[config.mk]
export PLATFORM = sky130hd
export DESIGN_NAME = clk_div_prog
export DESIGN_NICKNAME = d
export VERILOG_FILES = /design/src/rtl/clk_div_pkg.sv /design/src/rtl/clk_div_core.sv /design/src/rtl/clk_div_prog.sv
export SDC_FILE = /design/constraint.sdc
export NUM_CORES = 1
export LEC_CHECK = 0
export BUFFER_PORTS_ARGS = -buffer_cell sky130_fd_sc_hd__buf_2
export CAP_MARGIN = 20
export CORE_MARGIN = 10
export CORE_UTILIZATION = 45
export CTS_BUF_LIST = sky130_fd_sc_hd__clkbuf_8
export CTS_CLUSTER_SIZE = 25
export DETAILED_ROUTE_END_ITERATION = 10
export HOLD_SLACK_MARGIN = 0.06
export PLACE_DENSITY = 0.66
export SETUP_SLACK_MARGIN = 0.4
export SYNTH_ARGS = -nofsm -noshare
export SYNTH_HDL_FRONTEND = slang
export SYNTH_SLANG_ARGS = --single-unit
[constraint.sdc]
create_clock -name clk -period 7.4 [get_ports clk]
set_clock_uncertainty 0.2 [all_clocks]
set_input_delay 2.22 -clock clk [delete_from_list [all_inputs] [get_ports clk]]
set_output_delay 2.22 -clock clk [all_outputs]
set_load 0.01 [all_outputs]
[src/rtl/clk_div_pkg.sv]
// Shared constants and helpers for the programmable clock divider.
package clk_div_pkg;

  localparam int unsigned CLK_DIV_MIN = 2;

  // The high phase H is the divisor shifted right by this amount.
  localparam int unsigned CLK_DIV_HALF_SHIFT = 1;

  function automatic int unsigned clk_div_clamp(input int unsigned value);
    return (value < CLK_DIV_MIN) ? CLK_DIV_MIN : value;
  endfunction

endpackage

[src/rtl/clk_div_core.sv]
// Divider counter: wrap/fall compare plus registered clk_out and tick for a given divisor.
module clk_div_core
  import clk_div_pkg::*;
#(
  parameter int unsigned WIDTH = 8
) (
  input  logic             clk,
  input  logic             reset,
  input  logic             en,
  input  logic             force_wrap,
  input  logic [WIDTH-1:0] cur_div,
  output logic             wrap,
  output logic             clk_out,
  output logic             tick
);

  localparam logic [WIDTH-1:0] One = WIDTH'(1);

  logic [WIDTH-1:0] count_q;
  logic [WIDTH-1:0] last_cnt;
  logic [WIDTH-1:0] fall_cnt;

  assign last_cnt = cur_div - One;
  assign fall_cnt = (cur_div >> CLK_DIV_HALF_SHIFT) - One;
  assign wrap     = en & (force_wrap | (count_q == last_cnt));

  always_ff @(posedge clk) begin
    if (reset) begin
      count_q <= '0;
      clk_out <= 1'b0;
      tick    <= 1'b0;
    end else begin
      tick <= wrap;
      if (wrap) begin
        count_q <= '0;
        clk_out <= 1'b1;
      end else if (en) begin
        count_q <= count_q + One;
        if (count_q == fall_cnt) begin
          clk_out <= 1'b0;
        end
      end
    end
  end

endmodule

[src/rtl/clk_div_prog.sv]
// Programmable clock divider: shadowed divisor applied at period boundaries.
// Optional CLK_DIV_SYNC_EN adds a `sync` input that forces an immediate wrap.
module clk_div_prog
  import clk_div_pkg::*;
#(
  parameter int unsigned WIDTH     = 8,
  parameter int unsigned RESET_DIV = 4
) (
  input  logic             clk,
  input  logic             reset,
  input  logic             en,
`ifdef CLK_DIV_SYNC_EN
  input  logic             sync,
`endif
  input  logic [WIDTH-1:0] div_in,
  input  logic             div_load,
  output logic             clk_out,
  output logic             tick,
  output logic             div_pending,
  output logic             div_err,
  output logic [WIDTH-1:0] cur_div
);

  localparam logic [WIDTH-1:0] ResetDiv = WIDTH'(RESET_DIV);

  logic [WIDTH-1:0] shadow_q;
  logic [WIDTH-1:0] div_clamped;
  logic             clamp_hit;
  logic             force_wrap;
  logic             wrap;

`ifdef CLK_DIV_SYNC_EN
  assign force_wrap = sync;
`else
  assign force_wrap = 1'b0;
`endif

  assign div_clamped = WIDTH'(clk_div_clamp(32'(div_in)));
  assign clamp_hit   = (div_clamped != div_in);

  always_ff @(posedge clk) begin
    if (reset) begin
      cur_div     <= ResetDiv;
      shadow_q    <= ResetDiv;
      div_pending <= 1'b0;
      div_err     <= 1'b0;
    end else begin
      div_err <= div_load & clamp_hit;
      if (div_load) begin
        shadow_q <= div_clamped;
        // A load landing on the wrap edge bypasses the shadow stage entirely.
        if (wrap) begin
          cur_div     <= div_clamped;
          div_pending <= 1'b0;
        end else begin
          div_pending <= 1'b1;
        end
      end else if (wrap && div_pending) begin
        cur_div     <= shadow_q;
        div_pending <= 1'b0;
      end
    end
  end

  clk_div_core #(
    .WIDTH(WIDTH)
  ) u_core (
    .clk       (clk),
    .reset     (reset),
    .en        (en),
    .force_wrap(force_wrap),
    .cur_div   (cur_div),
    .wrap      (wrap),
    .clk_out   (clk_out),
    .tick      (tick)
  );

endmodule

==> results.md <==
* Status: finished clean
* Die area at ~6000 um2
* Max VDD drop at roughly 0.10 mV
* CTS tree: built
* Pre-antenna DRT Iters at 4
* I/O Buffers at 23
* Root Driver: clkbuf_8
* Rows at 20
* TNS Setup at 0 ns
* Gr usage total at 11.5%
* Num CTS Buffers at 3
* Most common cell after layout, fill and taps aside: dfxtp_1
* Die W at a little under 80 um
* Part of the Yosys area used for sequential elements at 37.4%
* CP endpoint kind: flip-flop
* Max-Cap Viols at 0
* Clock Path Buffers at 2
* Placed cells at 223
* Multi-input gate area at 887 um2
* Final non-filler cell total at 227
* Setup violators final at 0
* Vias at 1238
* Setup crit start kind: input port
* Syn Inst Count at 164
* Starting density of the core at 47.9%
* Critical Path AT at 3.60 ns
* Pleak at 0.756 nW
* Antenna Nets Post-Route at 0
* Final max-slew violation count at 0
* Core box area at around 3100 um2
* Final Wtd Congestion at 0.928
* Layout cells sized above 1 at 20.2%
* Initial antenna violation count at 0
* Initial DRC Count at 75
* Syn Area/Cell at 9.13 um2
* Post-CTS Resized at 0
* FMAX at about 0.28 GHz
* P per Cell Area at about 180 nW/um2
* Fin nets at 199
* CTS Hold Bufs at 0
* PnR worst setup slack at 3.77 ns
* Area Overhead vs Synth at 14.0%
* Worst-Margin Slew at 0.849 ns
* Htree depth at 1
* CP Max Fanout at 8
* Diodes inserted at 0
* Number of flops mapped to enable cells by yosys at 0
* Post-placement setup slack at between 3 and 4 ns
* Clock Latency Late Sink at ~0.27 ns
* Die Y at 77.7 um
* Tmin final at 3.63 ns
* Post-Syn Area at 1500 um2
* Synth unique cells at 38
* Drc violations at 0
* Number of global-route vias before repair at between 1000 and 1500
* Top-Level Pins at 24
* Vias per inst at 5.45
* CP Class: input port to flip-flop
* Crit path required time at 7.37 ns
* Largest net degree at the start of global routing at 19
* Routed wire per std cell at 14.9 um
* Hold crit path type: flip-flop to flip-flop
* Post-DP HPWL at 2670 um
* Fill count at 304
* Total design power at 305 uW
* Global-route wire length before repair at 5780 um
* Remaining global-route overflow at 0
* Clock sink count at 28
* Slew HR at 42.8%
* Register Area at 561 um2
* Crit share post-route at 49.1%
* Final Hold Viols at 0
* Synth Register Bits at 28
* Top FF cell, synth: dfxtp_1
* Ys Warns at 0
* Postcts setup bufs at 0
* Net Count, Synth at 179
* Final Util at 54.6%
* Post-synth ARST share at 0%
* RSZ-0062 raised after global routing: false
* Clk slew on worst S/H paths at approximately 0.09 ns
* Most frequent cells in the layout: dfxtp_1, nor2_1, buf_2
* Total wire length at between 3000 and 4000 um
## flip-flops by register name (all words and copies together) (netlist names)
register and cells:
shadow_q 8, u_core.count_q 8, div_err 1, u_core.clk_out 1, cur_div 8, div_pending 1, u_core.tick 1
## critical path, stage by stage
cell	delay, ns
buf_2	0.15
nand4_1	0.21
nor4_4	0.62
mux2_2	0.40
## area by class of cell
class | instances | share of cell area [%]
clock inverter | 1 | 1.76
inverter | 5 | 1.10
timing repair buffer | 23 | 6.74
tap | 44 | 3.22
clock buffer | 3 | 2.42
multi-input combinational | 123 | 51.9
sequential | 28 | 32.8
## cells by family after synthesis
kind of cell	Yosys count	share of synthesized area [%]
compound gates	14	6.85
mux	17	12.0
xor+xnor	26	15.2
simple gates	63	22.6
buf+inv	13	3.34
fa+ha+maj	3	2.51
flops	28	37.4
## Yosys cell counts (4+ instances only)
| cell type | number | area share [%] |
|---|---|---|
| clkbuf_1 | 6 | 1.5 |
| nor2b_1 | 7 | 2.9 |
| nand4_1 | 4 | 1.7 |
| xor2_1 | 13 | 7.6 |
| a21oi_1 | 5 | 1.7 |
| xnor2_1 | 13 | 7.6 |
| dfxtp_1 | 28 | 37 |
| nor2_1 | 24 | 6.0 |
| mux2_2 | 7 | 5.3 |
| mux2i_1 | 9 | 6.0 |
| inv_1 | 5 | 1.3 |
| nand2_1 | 8 | 2.0 |
## worst paths after layout
| kind | startpoint | to | slack [ns] | cells after the start |
|---|---|---|---|---|
| worst min-delay path | u_core.clk_out | u_core.clk_out | 0.28 | 2 |
| worst max-delay path | en | cur_div[2] | 3.77 | 4 |
| worst max register to register | cur_div[1] | u_core.count_q[5] | 4.50 | 7 |
| worst min register to register | u_core.clk_out | u_core.clk_out | 0.28 | 2 |
## power by group
part | switching, mW | internal [mW] | leakage [nW]
clock | 0.0476 | 0.0724 | 0.0357
combinational | 0.0138 | 0.0117 | 0.493
sequential | 0.00428 | 0.155 | 0.228
total | 0.0657 | 0.240 | 0.756
## metrics by stage
stage / instance area [um2] / hold WS, ns
2_1_floorplan: 1500 / 0.232
3_3_place_gp: 1640 / 0.257
3_5_place_dp: 1640 / 0.261
4_1_cts: 1710 / 0.281
5_1_grt: 1710 / 0.311
6_report: 1710 / 0.278
## per-layer routing
layer  wire (um)  part of all wire, %  up-vias  track usage (%)
li1            -                    -      601                -
met1        1520                   45      595             14.0
met2        1570                   46       34             18.6
met3         238                  7.0        8             3.46
met4          60                  1.8        0             4.01
met5           0                    0        -                0
(Power assumes the default switching activity.)
